## src/rtl/mult_acc_stage_if.sv

```systemverilog
// Handshake bundle between the multiplier result, the accumulate stage and its consumer.
// The slave modport is the accumulate stage; the master modport is the product source / sum sink.
interface mult_acc_stage_if #(
    parameter int WIDTH     = 8,
    parameter int ACC_WIDTH = 24
);
    logic                   in_valid;
    logic                   in_ready;
    logic [2*WIDTH-1:0]     product;
    logic                   in_last;
    logic                   out_valid;
    logic                   out_ready;
    logic [ACC_WIDTH-1:0]   acc_out;
    logic                   overflow;

    modport slave (
        input  in_valid, product, in_last, out_ready,
        output in_ready, out_valid, acc_out, overflow
    );

    modport master (
        output in_valid, product, in_last, out_ready,
        input  in_ready, out_valid, acc_out, overflow
    );
endinterface

```

## src/rtl/mult_acc_stage.sv

```systemverilog
// Accumulates groups of unsigned products into ACC_WIDTH-bit sums with valid/ready on both sides.
// Define MULT_ACC_SATURATE_EN to clamp the sum at all-ones on carry instead of wrapping.
module mult_acc_stage #(
    parameter int WIDTH     = 8,
    parameter int ACC_WIDTH = 24,
    parameter int LEN       = 4
) (
    input  logic             clk,
    input  logic             clr,
    mult_acc_stage_if.slave  bus
);
    localparam int CW = $clog2(LEN + 1);
    localparam logic [CW-1:0] LAST_CNT = CW'(LEN - 1);

    localparam logic [0:0] ACCUM = 1'b0;
    localparam logic [0:0] HOLD  = 1'b1;

    logic [0:0]           state_q, state_d;
    logic [ACC_WIDTH-1:0] acc_q, acc_d;
    logic [ACC_WIDTH-1:0] acc_out_q, acc_out_d;
    logic [CW-1:0]        count_q, count_d;
    logic                 overflow_q, overflow_d;

    logic [ACC_WIDTH-1:0] prod_ext;
    logic [ACC_WIDTH:0]   sum;
    logic                 carry;
    logic [ACC_WIDTH-1:0] acc_next;
    logic                 in_hs;
    logic                 out_hs;

    assign prod_ext = ACC_WIDTH'(bus.product);
    assign sum      = {1'b0, acc_q} + {1'b0, prod_ext};
    assign carry    = sum[ACC_WIDTH];

`ifdef MULT_ACC_SATURATE_EN
    // Sticky overflow keeps the group clamped even if later products are zero.
    assign acc_next = (carry || overflow_q) ? '1 : sum[ACC_WIDTH-1:0];
`else
    assign acc_next = sum[ACC_WIDTH-1:0];
`endif

    assign bus.in_ready  = !clr && ((state_q == ACCUM) || bus.out_ready);
    assign bus.out_valid = (state_q == HOLD);
    assign bus.acc_out   = acc_out_q;
    assign bus.overflow  = overflow_q;

    assign in_hs  = bus.in_valid && bus.in_ready;
    assign out_hs = bus.out_valid && bus.out_ready;

    always_comb begin
        state_d    = state_q;
        acc_d      = acc_q;
        acc_out_d  = acc_out_q;
        count_d    = count_q;
        overflow_d = overflow_q;
        case (state_q)
            ACCUM: begin
                if (in_hs) begin
                    acc_d      = acc_next;
                    count_d    = count_q + 1'b1;
                    overflow_d = overflow_q | carry;
                    if ((count_q == LAST_CNT) || bus.in_last) begin
                        state_d   = HOLD;
                        acc_out_d = acc_next;
                    end
                end
            end
            default: begin
                if (out_hs) begin
                    overflow_d = 1'b0;
                    if (in_hs) begin
                        // A single product cannot carry since ACC_WIDTH >= 2*WIDTH.
                        acc_d   = prod_ext;
                        count_d = CW'(1);
                        if ((LEN == 1) || bus.in_last) begin
                            state_d   = HOLD;
                            acc_out_d = prod_ext;
                        end else begin
                            state_d = ACCUM;
                        end
                    end else begin
                        acc_d   = '0;
                        count_d = '0;
                        state_d = ACCUM;
                    end
                end
            end
        endcase
    end

    always_ff @(posedge clk or posedge clr) begin
        if (clr) begin
            state_q    <= ACCUM;
            acc_q      <= '0;
            acc_out_q  <= '0;
            count_q    <= '0;
            overflow_q <= 1'b0;
        end else begin
            state_q    <= state_d;
            acc_q      <= acc_d;
            acc_out_q  <= acc_out_d;
            count_q    <= count_d;
            overflow_q <= overflow_d;
        end
    end
endmodule

```

## src/flat_wrapper.sv

```systemverilog
// flat-port wrapper written by rule: the top's interface ports become plain ports
module mult_acc_stage_flat 
#(
    parameter int WIDTH     = 8,
    parameter int ACC_WIDTH = 24,
    parameter int LEN       = 4
)
  (clk, clr, bus_in_valid, bus_product, bus_in_last, bus_out_ready, bus_in_ready, bus_out_valid, bus_acc_out, bus_overflow);
  mult_acc_stage_if #(.WIDTH(WIDTH), .ACC_WIDTH(ACC_WIDTH)) bus_i ();
  input  logic clk;
  input  logic clr;
  input wire logic [$bits(bus_i.in_valid)-1:0] bus_in_valid;
  input wire logic [$bits(bus_i.product)-1:0] bus_product;
  input wire logic [$bits(bus_i.in_last)-1:0] bus_in_last;
  input wire logic [$bits(bus_i.out_ready)-1:0] bus_out_ready;
  output wire logic [$bits(bus_i.in_ready)-1:0] bus_in_ready;
  output wire logic [$bits(bus_i.out_valid)-1:0] bus_out_valid;
  output wire logic [$bits(bus_i.acc_out)-1:0] bus_acc_out;
  output wire logic [$bits(bus_i.overflow)-1:0] bus_overflow;
  assign bus_i.in_valid = bus_in_valid;
  assign bus_i.product = bus_product;
  assign bus_i.in_last = bus_in_last;
  assign bus_i.out_ready = bus_out_ready;
  assign bus_in_ready = bus_i.in_ready;
  assign bus_out_valid = bus_i.out_valid;
  assign bus_acc_out = bus_i.acc_out;
  assign bus_overflow = bus_i.overflow;
  mult_acc_stage #(.WIDTH(WIDTH), .ACC_WIDTH(ACC_WIDTH), .LEN(LEN)) u_core (.clk(clk), .clr(clr), .bus(bus_i));
endmodule
```

## config.mk

```make
export PLATFORM = sky130hd
export DESIGN_NAME = mult_acc_stage_flat
export DESIGN_NICKNAME = d
export VERILOG_FILES = /design/src/rtl/mult_acc_stage_if.sv /design/src/rtl/mult_acc_stage.sv /design/src/flat_wrapper.sv
export SDC_FILE = /design/constraint.sdc
export NUM_CORES = 1
export LEC_CHECK = 0
export CAP_MARGIN = 20
export CORE_UTILIZATION = 56
export CTS_CLUSTER_DIAMETER = 200
export DETAILED_ROUTE_END_ITERATION = 16
export PLACE_DENSITY = 0.82
export REMOVE_ABC_BUFFERS = 1
export SYNTH_ARGS = -nofsm -noshare
export SYNTH_HDL_FRONTEND = slang
export SYNTH_SLANG_ARGS = --single-unit
```

## constraint.sdc

```tcl
create_clock -name clk -period 2.65 [get_ports clk]
set_input_delay 0.3975 -clock clk [delete_from_list [all_inputs] [get_ports clk]]
set_output_delay 0.3975 -clock clk [all_outputs]
set_load 0.02 [all_outputs]
```

[After elaboration in Yosys (flattened, before gate mapping)]
Cells that the tools add are included.
Word-level totals
  flip-flop bits (word level): 53
  word-level logic and storage cells: 45
  input bits: 21
Operators by class
  add/sub/neg operators: 2
  equal/unequal tests: 3
  multiplexer cells: 23
  bitwise gates (word level): 2
  reduce and logical (&&, ||, !) cells: 10
Operators with widths (number)
  $mux W24: 9
  $add A24 B16 Y25: 1
  $mux W16: 1
  $mux W1: 10
  $mux W3: 3
  $ne A2 B2 Y1 const B: 2
  $reduce_and A4 Y1: 1
  $reduce_bool A2 Y1: 2
  $add A3 B1 Y3 const B: 1
  $eq A3 B2 Y1 const B: 1
  $logic_and A1 B1 Y1: 3
  $logic_or A1 B1 Y1: 2
  $reduce_and A2 Y1: 1
  $logic_not A1 Y1: 1
  $not A1 Y1: 1
  $or A1 B1 Y1: 1

[Depth between registers and ports, before layout]
  word-level depth: 7
  gate-level depth with buffers: 10
  depth with buffers taken out: 10

[Least setup slack after synthesis]
No wires, ideal clock.
  path type: input to register
  from: input clr
  to: register u_core.acc_out_q[2] (netlist: u_core.bus.acc_out[2])
  stages: 8
  arrival: 2713 ps
  slack: -196 ps
  setup time: 133 ps
  path through: inv_1 -> and3_1 -> clkbuf_1 -> o21ai_1 -> clkbuf_1 -> buf_1 -> nand2_1 -> o21ai_0
On the way
  word-level cells in the longest chain between the ends: 4
RTL lines
  start, declared: RTL line flat_wrapper.sv:11  | input logic clr;
  $logic_not A1 Y1: RTL line mult_acc_stage.sv:42  | assign bus.in_ready = !clr && ((state_q == ACCUM) || bus.out_ready);
  $logic_and A1 B1 Y1: RTL line mult_acc_stage.sv:42
  $logic_and A1 B1 Y1: RTL line mult_acc_stage.sv:47  | assign in_hs = bus.in_valid && bus.in_ready;
  $reduce_and A4 Y1 (no source line)
  end signal, assigned: RTL line mult_acc_stage.sv:101  | acc_out_q <= acc_out_d;
  end, declared: RTL line mult_acc_stage.sv:20  | logic [ACC_WIDTH-1:0] acc_out_q, acc_out_d;
Every way passes these cells.
A chain may end at the register's enable or synchronous reset.

[Worst setup path in the final report]
  from: input bus_product[6]
  to: register u_core.acc_out_q[17] (netlist: u_core.bus.acc_out[17])
On the way
  word-level cells in the longest chain between the ends: 4
RTL lines
  start, declared: RTL line flat_wrapper.sv:13  | input wire logic [$bits(bus_i.product)-1:0] bus_product;
  $add A24 B16 Y25: RTL line mult_acc_stage.sv:32  | assign sum = {1'b0, acc_q} + {1'b0, prod_ext};
  $mux W24: RTL line mult_acc_stage.sv:62  | if ((count_q == LAST_CNT) || bus.in_last) begin
  $mux W24: RTL line mult_acc_stage.sv:58  | if (in_hs) begin
  $mux W24: RTL line mult_acc_stage.sv:56  | case (state_q)
Every way passes these cells. The select of a mux whose other input is x is not followed.

==> key figures <==
Die
  – # rows: 28
  – Initial Utilization: 0.592
  – Die Ht: 82.1 um
  – Ports: 48
  – Total core area: 0.00606 sq mm
  – Die ar.: 0.00673 sq mm
  – Die Width: 82.1 um

Routing
  – First DRT Iteration DRCs: 314
  – Detailed Routing Iterations Pass 1: 4
  – Residual DRC: 0
  – DR vias: 3495
  – Vias per inst: 5.98
  – WL per Instance: 16.1 um
  – Antenna Nets Post-Route: 0
  – Final wirelength: 9400 um

Worst setup path
  – Startpoint Class: input pin
  – Buf/Inv on CP: 2
  – CP max FO: 4
  – Crit path DAT: 2.77 ns
  – FF-to-FF setup slack: 0.22 ns
  – Delay-heaviest family, CP: compound AO/OA/AOI/OAI gates
  – CP startpoint: bus_product[6]
  – FF-to-FF Start: u_core.acc_q[0]$_DFFE_PP0P_
  – R2R depth: 11
  – Reg2reg end: u_core.bus.acc_out[6]$_DFFE_PP0P_
  – CP max stage delay: 0.47 ns
  – CP endpoint kind: flip-flop
  – CP cell instances: clkdlybuf4s50_1 -> ha_1 -> a21o_1 -> and3_1 -> or2b_2 -> o21bai_2 -> o31a_1 -> buf_4 -> xor2_1 -> o31ai_1
  – Crit Path Class: input pin to flip-flop
  – Critical path required time: 2.83 ns
  – CP max stage cell: clkdlybuf4s50_1

Final layout
  – Non-Filler Instances: 584
  – Layout cell share with drive strength beyond 1: 0.155
  – Area Growth Syn to Fin: 30.1%
  – Fillers: 436
  – Post-layout util: 0.770
  – # diodes: 0
  – Design area: 0.00467 sq mm
  – # nets final: 548

Placement
  – DP Area: 0.00441 sq mm
  – Gpl congestion: 0.873
  – PortBufs: 47
  – Setup WS pre-CTS: -0.403 ns
  – HPWL after DPL: 6480 um
  – Placed Cells: 573

Synth
  – Mapped Area: 0.00359 sq mm
  – Area share of the largest cell type after synthesis: 0.369
  – Avg Cell Area, Syn: 8.25 sq um
  – Cells after Synth: 435
  – Synth area leaders: dfrtp_1 (37%), nand2_1 (6.7%), ha_1 (6.3%)
  – Predominant post-synthesis flop cell: dfrtp_1
  – Most common cell in the synthesized netlist: nand2_1
  – Post-synth top cells: nand2_1 (64), dfrtp_1 (53), o21ai_0 (43), a21oi_1 (38), clkbuf_1 (24)
  – Number of flops mapped to enable cells by yosys: 0
  – Synth warn: 0
  – Distinct cell type count after synthesis: 52
  – Async SR Flop Fraction: 1.00
  – Flop and latch count out of synthesis: 53
  – Synth area leader: dfrtp_1
  – Post-synthesis sequential area ratio: 0.369

CTS
  – CTS tree: yes
  – Clk buf depth: 2
  – Hold Buf Count CTS: 0
  – Clock Latency Late Sink: 0.31 ns
  – Htree depth: 2
  – Clock Sinks: 53
  – Clock slew at reported path FFs: 0.10 ns
  – CTS buffer count: 5
  – Root buffer cell: clkbuf_8

Timing
  – Max-slew headroom: 0.530
  – Clock period minus worst slack: 2.60 ns
  – Fin Hold WS: 0.467 ns
  – Fmax: 385 MHz
  – Max-slew violation count: 0
  – Final setup vio count: 0
  – Final setup margin: 0.0547 ns
  – Layout Skew: 0.00686 ns
  – Worst slew pin tran: 0.703 ns
  – Final Hold Vio Count: 0
  – Tcrit/Tclk final: 0.979

Power
  – VDD IR max: 0.648 mV
  – Power Dens Cells: 1010 mW/mm^2
  – Leakage: 2.01 nW

Global route
  – Global-route usage over all layers: 0.299
  – First-pass GRT wire length: 15400 um
  – Antenna violations before repair: 0
  – Vias in the first global route: 3329
  – Largest net degree at the start of global routing: 54
  – Grt ovf: 0

Min path
  – Worst Hold Depth: 3
  – HP Start: bus_product[0]
  – Hold EP: u_core.acc_q[0]$_DFFE_PP0P_
  – Worst Hold Class: input pin to flip-flop

Run
  – Maximum Capacitance Violations: 0

Run status
  – Outcome: completed
## tightest hold or removal path, stage by stage
cell and delay [ns]:
dlymetal6s2s_1 0.15, a21oi_1 0.12, o21ai_0 0.08
## metrics by stage
stage	TNS (ns)	total power, mW
after floorplan	-35.80	2.94
after global placement	-5.44	3.82
after detailed placement	-6.86	3.92
after CTS	0	4.57
after global routing	-0.00686	5.08
final	0	4.71
## state kept, by name, summed over array words and instances, names as in the netlist
signal                flops
u_core.bus.acc_out       24
u_core.acc_q             24
u_core.bus.out_valid      1
u_core.count_q            3
u_core.bus.overflow       1
## cell families (layout without fill, tap and decap cells)
| family | after synthesis | after routing | synth area share |
|---|---|---|---|
| XOR/XNOR | 20 | 20 | 0.0488 |
| AO/OA/AOI/OAI | 137 | 137 | 0.234 |
| multiplexers | 11 | 11 | 0.0314 |
| adder cells (fa/ha/maj) | 19 | 19 | 0.0683 |
| AND/OR/NAND/NOR | 152 | 152 | 0.203 |
| flip-flops | 53 | 53 | 0.369 |
| buffers and inverters | 43 | 117 | 0.0453 |
## worst max path at each step
stage / cells past startpoint / slack [ns] / to
after floorplan: 5 / -1.37 / u_core.bus.acc_out[11]$_DFFE_PP0P_
after global placement: 12 / -0.37 / u_core.bus.acc_out[20]$_DFFE_PP0P_
after detailed placement: 11 / -0.40 / u_core.bus.acc_out[18]$_DFFE_PP0P_
after CTS: 12 / 0.0008 / u_core.bus.acc_out[20]$_DFFE_PP0P_
after global routing: 10 / -0.004 / u_core.bus.acc_out[21]$_DFFE_PP0P_
final: 10 / 0.05 / u_core.bus.acc_out[17]$_DFFE_PP0P_
## power by group
group | switching (mW) | internal [mW] | leakage [nW]
Clock | 0.274 | 0.309 | 0.0585
Combinational | 1.48 | 1.32 | 1.27
Sequential | 0.222 | 1.10 | 0.680
## cells in the final DEF, fill, tap and decap left out, types with 6 or more instances in the layout
cell type,instances
inv_1,13
mux2i_1,9
nor3_1,9
dfrtp_1,52
o21ai_0,41
and3_1,6
clkbuf_8,6
nor2b_1,12
a21oi_1,35
buf_4,47
nand2_1,64
xor2_1,7
ha_1,15
o31ai_1,7
nand3_1,15
nand4_1,6
nand2b_1,7
nor2_1,18
xnor2_1,12
clkdlybuf4s50_1,46
## per-layer routing
metal / part of all wire / up-vias / routed length [um] / global-route usage
met5: 0 / - / 0 / 0
met4: 0.016 / 0 / 146 / 0.0772
met3: 0.055 / 14 / 517 / 0.0378
met2: 0.46 / 122 / 4360 / 0.496
met1: 0.47 / 1661 / 4370 / 0.409
li1: - / 1698 / - / -
## cell type report
type | instances | area [sq um] | share of cell area
Clock buffer | 7 | 86.3 | 0.0185
Inverter | 14 | 52.6 | 0.0113
Sequential cell | 53 | 1330 | 0.284
Tap cell | 75 | 93.8 | 0.0201
Clock inverter | 1 | 30.0 | 0.00643
Multi-Input combinational cell | 339 | 2230 | 0.478
Timing Repair Buffer | 95 | 846 | 0.181
## repair_timing
action / CTS / global route
pin swaps: 3 / 12
gates resized for setup: 9 / 14
buffers inserted: 1 / 2
setup endpoints to repair: 8 / 22
cloned: 0 / 0
No activity file was read; power rests on OpenSTA's default activity.
